$ cat config.mk
export PLATFORM = sky130hd
export DESIGN_NAME = param_readback
export DESIGN_NICKNAME = d
export VERILOG_FILES = /design/src/rtl/param_readback.sv
export SDC_FILE = /design/constraint.sdc
export NUM_CORES = 1
export LEC_CHECK = 0
export BUFFER_PORTS_ARGS = -buffer_cell sky130_fd_sc_hd__buf_2
export CAP_MARGIN = 25
export CELL_PAD_IN_SITES_DETAIL_PLACEMENT = 0
export CELL_PAD_IN_SITES_GLOBAL_PLACEMENT = 1
export CORE_ASPECT_RATIO = 0.6
export CORE_MARGIN = 2
export CORE_UTILIZATION = 41
export DETAILED_ROUTE_END_ITERATION = 8
export PLACE_DENSITY_LB_ADDON = 0.12
export SYNTH_ARGS = -nofsm -noshare
export SYNTH_HDL_FRONTEND = slang
export SYNTH_SLANG_ARGS = --single-unit
$ cat constraint.sdc
create_clock -name clk -period 2.4 [get_ports clk]
set_clock_uncertainty 0.1 [all_clocks]
set_input_delay 0.36 -clock clk [delete_from_list [all_inputs] [get_ports clk]]
set_output_delay 0.36 -clock clk [all_outputs]
set_load 0.05 [all_outputs]
$ cat src/rtl/param_readback.sv
// param_readback
//
// Reader side of the parameter registry. On a readback request the current
// CAN acceptance mask, acceptance code and SJW are snapshotted. They are then
// streamed to the host/debug port as a header-prefixed byte frame over a
// valid/ready byte handshake.
//
// Frame: HDR_BYTE, B0, B1, B2 [, CSUM]
//   S    = {mask[10:0], code[10:0], sjw[1:0]}
//   B0   = S[23:16], B1 = S[15:8], B2 = S[7:0]
//   CSUM = HDR_BYTE ^ B0 ^ B1 ^ B2   (only when PARAM_RB_CSUM_EN is defined)
//
// Optional feature macro: PARAM_RB_CSUM_EN (appends the CSUM byte).
//
// Parameters:
//   HDR_BYTE    first byte of every frame
//   GAP_CYCLES  idle cycles after each accepted byte before the next (0..15)
//
// Ports:
//   clk         system clock, rising edge
//   reset       synchronous active-low reset
//   mask_param  acceptance mask from the registry (11b)
//   code_param  acceptance code from the registry (11b)
//   sjw         synchronization jump width from the registry (2b)
//   rd_req      single-cycle request to start a frame (ignored while busy)
//   tx_data     byte offered downstream (8'h00 when not valid)
//   tx_valid    tx_data is valid
//   tx_ready    downstream accepts the byte
//   busy        frame in progress
//   done        one-cycle pulse when the frame completes
//
// state | meaning
// ------+---------------------------------------------------------------
// IDLE  | waiting for rd_req; byte index held at 0
// SEND  | tx_valid high, byte at idx offered until tx_ready
// GAP   | tx_valid low for GAP_CYCLES cycles between bytes
// FIN   | done pulse, busy low; returns to IDLE

module param_readback #(
    parameter logic [7:0] HDR_BYTE   = 8'hA5,
    parameter int         GAP_CYCLES = 0
) (
    input  logic        clk,
    input  logic        reset,
    input  logic [10:0] mask_param,
    input  logic [10:0] code_param,
    input  logic [1:0]  sjw,
    input  logic        rd_req,
    output logic [7:0]  tx_data,
    output logic        tx_valid,
    input  logic        tx_ready,
    output logic        busy,
    output logic        done
);

    typedef enum logic [1:0] {IDLE, SEND, GAP, FIN} state_t;

    // Gap counter is a down-counter loaded with GAP_CYCLES-1 so that the
    // terminal compare at zero yields exactly GAP_CYCLES idle cycles.
    localparam logic [3:0] GAP_LOAD = (GAP_CYCLES > 0) ? 4'(GAP_CYCLES - 1) : 4'd0;

`ifdef PARAM_RB_CSUM_EN
    localparam logic [2:0] LAST_IDX = 3'd4;
`else
    localparam logic [2:0] LAST_IDX = 3'd3;
`endif

    state_t      state;
    logic [23:0] snap;
    logic [2:0]  idx;
    logic [3:0]  gap_cnt;
    logic [2:0]  idx_next;
    logic [2:0]  sel_idx;
    logic [7:0]  sel_byte;

`ifdef PARAM_RB_CSUM_EN
    logic [7:0] csum;
    assign csum = HDR_BYTE ^ snap[23:16] ^ snap[15:8] ^ snap[7:0];
`endif

    assign idx_next = idx + 3'd1;

    // In SEND the byte to load is the one after the current transfer; in GAP
    // idx was already advanced at the transfer, so it points at the next byte.
    assign sel_idx = (state == GAP) ? idx : idx_next;

    always_comb begin
        sel_byte = 8'h00;
        case (sel_idx)
            3'd0:    sel_byte = HDR_BYTE;
            3'd1:    sel_byte = snap[23:16];
            3'd2:    sel_byte = snap[15:8];
            3'd3:    sel_byte = snap[7:0];
`ifdef PARAM_RB_CSUM_EN
            3'd4:    sel_byte = csum;
`endif
            default: sel_byte = 8'h00;
        endcase
    end

    always_ff @(posedge clk) begin
        if (!reset) begin
            state    <= IDLE;
            snap     <= 24'h000000;
            idx      <= 3'd0;
            gap_cnt  <= 4'd0;
            tx_data  <= 8'h00;
            tx_valid <= 1'b0;
            busy     <= 1'b0;
            done     <= 1'b0;
        end else begin
            done <= 1'b0;
            case (state)
                IDLE: begin
                    idx <= 3'd0;
                    if (rd_req) begin
                        snap     <= {mask_param, code_param, sjw};
                        state    <= SEND;
                        tx_valid <= 1'b1;
                        tx_data  <= HDR_BYTE;
                        busy     <= 1'b1;
                    end
                end
                SEND: begin
                    if (tx_valid && tx_ready) begin
                        if (idx == LAST_IDX) begin
                            state    <= FIN;
                            tx_valid <= 1'b0;
                            tx_data  <= 8'h00;
                            busy     <= 1'b0;
                            done     <= 1'b1;
                        end else begin
                            idx <= idx_next;
                            if (GAP_CYCLES > 0) begin
                                state    <= GAP;
                                tx_valid <= 1'b0;
                                tx_data  <= 8'h00;
                                gap_cnt  <= GAP_LOAD;
                            end else begin
                                tx_data <= sel_byte;
                            end
                        end
                    end
                end
                GAP: begin
                    if (gap_cnt == 4'd0) begin
                        state    <= SEND;
                        tx_valid <= 1'b1;
                        tx_data  <= sel_byte;
                    end else begin
                        gap_cnt <= gap_cnt - 4'd1;
                    end
                end
                FIN: begin
                    state <= IDLE;
                end
                default: begin
                    state <= IDLE;
                end
            endcase
        end
    end

endmodule
Word-level counts from Yosys, hierarchy flattened. Cells that the tools add are included.

Bitwise logic cells: 1. Reductions and logical operators: 14. Add/subtract/negate cells: 2. Equal/unequal tests: 12. Mux-type cells: 22.

Operators by type and width (number): $mux 8 (4); $pmux 8 s4 (1); $pmux 8 s3 (1); $reduce_and 4->1 (3); $eq 3x2->1 const B (3); $mux 3 (3); $mux 2 (4); $ne 2x2->1 const B (4); $pmux 2 s4 (1); $pmux 3 s2 (1); $reduce_and 3->1 (2); $mux 1 (5); $reduce_and 5->1 (1); $eq 2x2->1 const B (2); $logic_not 4->1 (1); $reduce_and 2->1 (2); $sub 4x1->4 const B (1); $add 3x1->3 const B (1); $eq 3x1->1 const B (1); $logic_not 3->1 (1); $pmux 1 s3 (1); $reduce_bool 3->1 (1); $eq 2x1->1 const B (1); $logic_not 2->1 (1); 5 further kinds (5).

Input port bits: 28. Word-level logic and storage cells: 59. Output and inout bits: 11. Bits in registers: 44.

Logic depth before layout (Yosys ltp).
Depth after elaboration: 7. Depth in mapped cells: 7. Gate-level depth less buffers: 6.

Worst setup path before layout. Ideal clock, no wire load.

Kind: reg-to-reg. Start: register idx[1]. End: register tx_data[2]. Stages on the path, launching flop included: 8. Required time: 2181 ps. Slack: 326 ps. Setup time: 119 ps. Buffers on the path: 1. Period minus slack after synthesis: 2074 ps. Data arrival time: 1855 ps. Cell sequence: dfxtp_1 -> ha_1 -> ha_1 -> nor2b_1 -> a2bb2o_1 -> clkbuf_1 -> a221o_1 -> o221a_1.

Longest elaborated chain between the ends: 7. Elaborated cells on any way between the ends: 12.

Ends and longest elaborated chain: from (decl) (RTL line 70) `logic [2:0] idx;`; from (signal assigned) (RTL line 133) `idx <= idx_next;`; $add 3x1->3 (RTL line 81) `assign idx_next = idx + 3'd1;`; $mux 3 (RTL line 85) `assign sel_idx = (state == GAP) ? idx : idx_next;`; $eq 3x2->1 (tied with other cells) (RTL line 89) `case (sel_idx)`; $pmux 8 s4 (RTL line 89); $mux 8 (RTL line 126) `if (idx == LAST_IDX) begin`; $mux 8 (RTL line 125) `if (tx_valid && tx_ready) begin`; $pmux 8 s3 * (RTL line 113) `case (state)`; to (signal assigned) (RTL line 140) `tx_data <= sel_byte;`; to (signal assigned) (RTL line 149) `tx_data <= sel_byte;`; to (decl) (RTL line 49) `output logic [7:0] tx_data,`.

Mark *: on every way between the ends. The rest lies on a longest branch, timed or not. The select of a mux whose other input is x is not followed. A chain may end at the register's enable or synchronous reset.

Final worst setup path.
Start: register gap_cnt[0]. End: register tx_data[7].

Longest elaborated chain between the ends: 3.

Ends and longest elaborated chain: from (decl) (RTL line 71) `logic [3:0] gap_cnt;`; from (signal assigned) (RTL line 151) `gap_cnt <= gap_cnt - 4'd1;`; $logic_not 4->1 (RTL line 146) `if (gap_cnt == 4'd0) begin`; $ne 2x1->1 (no source line); $reduce_and 4->1 (no source line).

No other way between the ends.

==> out/metrics.yaml <==
yosys:
  ys_seq_elements: 44
  synth_edf_count: 0
  synthFlopType: "dfxtp_1"
  synth.distinct_cells: 44
  synth_top_cell_by_area: "dfxtp_1"
  yosys_warnings: 0
  synth_common_cells: "nand2_1, dfxtp_1, a21oi_1"
  ys_async_sr_fraction_pct: 0
  ys_top_cells_by_area: "dfxtp_1, nand2_1, a21oi_1"
  syn-num-nets: 273
  synth_area_per_cell_sq_um: 8.70
  netlist_instances: 237
  synth_seq_area_share_pct: 42.7
  synth_top_area_share_pct: 42.7
  syn_area_sq_um: 2060
  yosys.cell_count.top_type: "nand2_1"
detailed_routing:
  wl_met3_microns: 397
  routed-via-count: 1787
  routed-wl-met2_microns: 1700
  top_layer: "met4"
  wl_met1_microns: 2900
  via_per_inst: 5.23
  drtIter0Drc: 105
  first_pass_iters: 4
  drtAntennaViolNets: 0
  avgRoutedWirePerCell_microns: 14.7
  drt_wl_total_microns: 5030
  drc: 0
layout:
  drive_gt1_share_pct: 21.9
  fin_nets: 314
  diodes: 0
  final_cells: 342
  area_growth_pct: 19.0
  utilization_pct: 52.1
global_route:
  grt_pass1_vias: 1573
  grt_usage_pct: 19.4
  grt_max_degree: 28
  gr-total-overflow: 0
  grt_antenna_before_repair: 0
  grt_pass1_wl_microns: 8110
worst_setup_path:
  endpoint_kind: "register"
  cp_num_cells: 6
  rr_endpoint: "tx_data[7]$_SDFFE_PN0P_"
  cpPeakStageDelay_ps: 530
  arrival_ps: 2330
  crit_family: "compound AO/OA/AOI/OAI gates"
  timing.rr.start: "gap_cnt[0]$_SDFFE_PN0P_"
  path_cells: "inv_1 -> ha_1 -> or3b_1 -> a2111oi_4 -> o311ai_2 -> o221a_1"
  critical_path_required_ps: 2500
  slowest_stage: "a2111oi_4"
  critical_path.endpoint: "tx_data[7]$_SDFFE_PN0P_"
  crit_buf_inv: 1
  crit_start: "gap_cnt[0]$_SDFFE_PN0P_"
  crit_path_start_kind: "register"
  rrSetupSlack_ps: 170
  path_max_fanout: 6
  crit_type: "register to register"
  r2r_cells: 6
clock_network:
  cts-root-buf: "clkbuf_8"
  cts.path.max_buffers: 2
  cts_max_level: 2
  cts_tree: "built"
  clock-sinks: 44
  cts_made_buffers: 5
  post_cts_buffers: 0
  cts_hold_buf: 0
  clk_latency_ps: 300
  post_cts_resized: 0
  clk_pin_slew_ps: 90
timing:
  slew_headroom_pct: 43.6
  finalSetupViolCount: 0
  fin_crit_ps: 2230
  tightest_slew_ps: 845
  tns_ps: 0
  rsz0062_at_grt: "false"
  finalHoldViolCount: 0
  finalMaxSlewViolations: 0
  fin_crit_sh_pct: 93.0
  max_freq_ghz: 0.448
placed_design:
  hpwl_microns: 3800
  io_buffers: 38
  gp_congestion: 0.871
  dp_cells: 334
die:
  core_sq_um: 4710
  dieArea_sq_um: 5630
  die_y_microns: 58.9
  ios: 39
  placementRows: 19
  die_x_microns: 95.5
  start_util_pct: 43.8
run_status:
  status: "complete, no violations"
power:
  power.leakage_nw: 0.973
  powerDensity_nw_per_um2: 710
  vdd_drop_max_mv: 0.338
min_path:
  hold_class: "input port to register"
job:
  max_cap_viol_count: 0
## through the flow
step                      instance area (sq um)  setup WS [ps]  hold WS, ps  power (mW)
after floorplan                            2060            326          332        1.07
after global placement                     2340            250          345        1.17
after detailed placement                   2340            177          348        1.17
after CTS                                  2450            167          181        1.75
after global routing                       2450           15.2          184        1.83
final                                      2450            167          184        1.74
## cells in the final DEF, fill, tap and decap left out, types with 2 or more instances in the layout
cell | netlist | final
a311oi_1 | 2 | 2
nor2b_1 | 7 | 7
a21boi_0 | 4 | 4
a222oi_1 | 4 | 4
o31ai_1 | 2 | 2
a32o_1 | 2 | 2
a221o_1 | 4 | 4
nand3b_1 | 2 | 2
nand3_1 | 4 | 4
nand2b_1 | 6 | 6
buf_4 | 0 | 8
a211oi_1 | 2 | 2
ha_1 | 8 | 8
a21oi_1 | 33 | 33
xor2_1 | 2 | 2
nor2_1 | 12 | 12
buf_2 | 0 | 38
dfxtp_1 | 44 | 44
o221a_1 | 3 | 3
a2111oi_4 | 2 | 2
nand4b_1 | 2 | 2
clkbuf_8 | 0 | 5
inv_1 | 5 | 5
nand2_1 | 51 | 51
nand4_1 | 2 | 2
o2bb2ai_1 | 4 | 4
## report_power, final
group | switching (mW) | internal, mW | leakage, nW
sequential | 0.0401 | 0.781 | 0.360
combinational | 0.215 | 0.119 | 0.558
clock | 0.272 | 0.314 | 0.0548
## layout make-up
cell class              count  area, sq um
clock buffers               5         68.8
flip-flops and latches     44          881
clock inverters             3         46.3
fillers                   465         2250
repair buffers             46          250
inverters                   6         22.5
multi-input cells         175         1100
well taps                  63         78.8
## tightest hold or removal path: stages
cell and delay, ps:
buf_2 90, nand2_1 50, a21oi_1 50
## layer usage
layer,GRT usage [%],vias up
met5,0,-
met4,4.90,0
met3,4.74,4
met2,23.1,52
met1,33.0,798
li1,-,933
## how the worst min path moves through the flow
| stage | start | endpoint | slack (ps) | cells past startpoint |
|---|---|---|---|---|
| after detailed placement | tx_data[4]$_SDFFE_PN0P_ | tx_data[4]$_SDFFE_PN0P_ | 350 | 1 |
| after global placement | snap[2]$_SDFFE_PN0P_ | snap[2]$_SDFFE_PN0P_ | 350 | 2 |
| final | code_param[5] | snap[7]$_SDFFE_PN0P_ | 180 | 3 |
| after global routing | code_param[7] | snap[9]$_SDFFE_PN0P_ | 180 | 3 |
| after floorplan | snap[2]$_SDFFE_PN0P_ | snap[2]$_SDFFE_PN0P_ | 330 | 2 |
| after CTS | sjw[1] | snap[1]$_SDFFE_PN0P_ | 180 | 3 |
## registers in the layout, summed over array words and instances (netlist names)
signal and flops:
gap_cnt 4, busy 1, state 2, snap 24, done 1, idx 3
tx_valid 1, tx_data 8
## cells by family (layout without fill, tap and decap cells)
kind of cell	after synthesis	after routing	synth area share, %
flip-flops	44	44	42.7
buffers and inverters	18	60	3.64
adder cells (fa/ha/maj)	8	8	4.86
AND/OR/NAND/NOR	93	93	21.1
XOR/XNOR	3	3	1.28
AO/OA/AOI/OAI	71	71	26.4
Power figures use the tool's default switching activity.
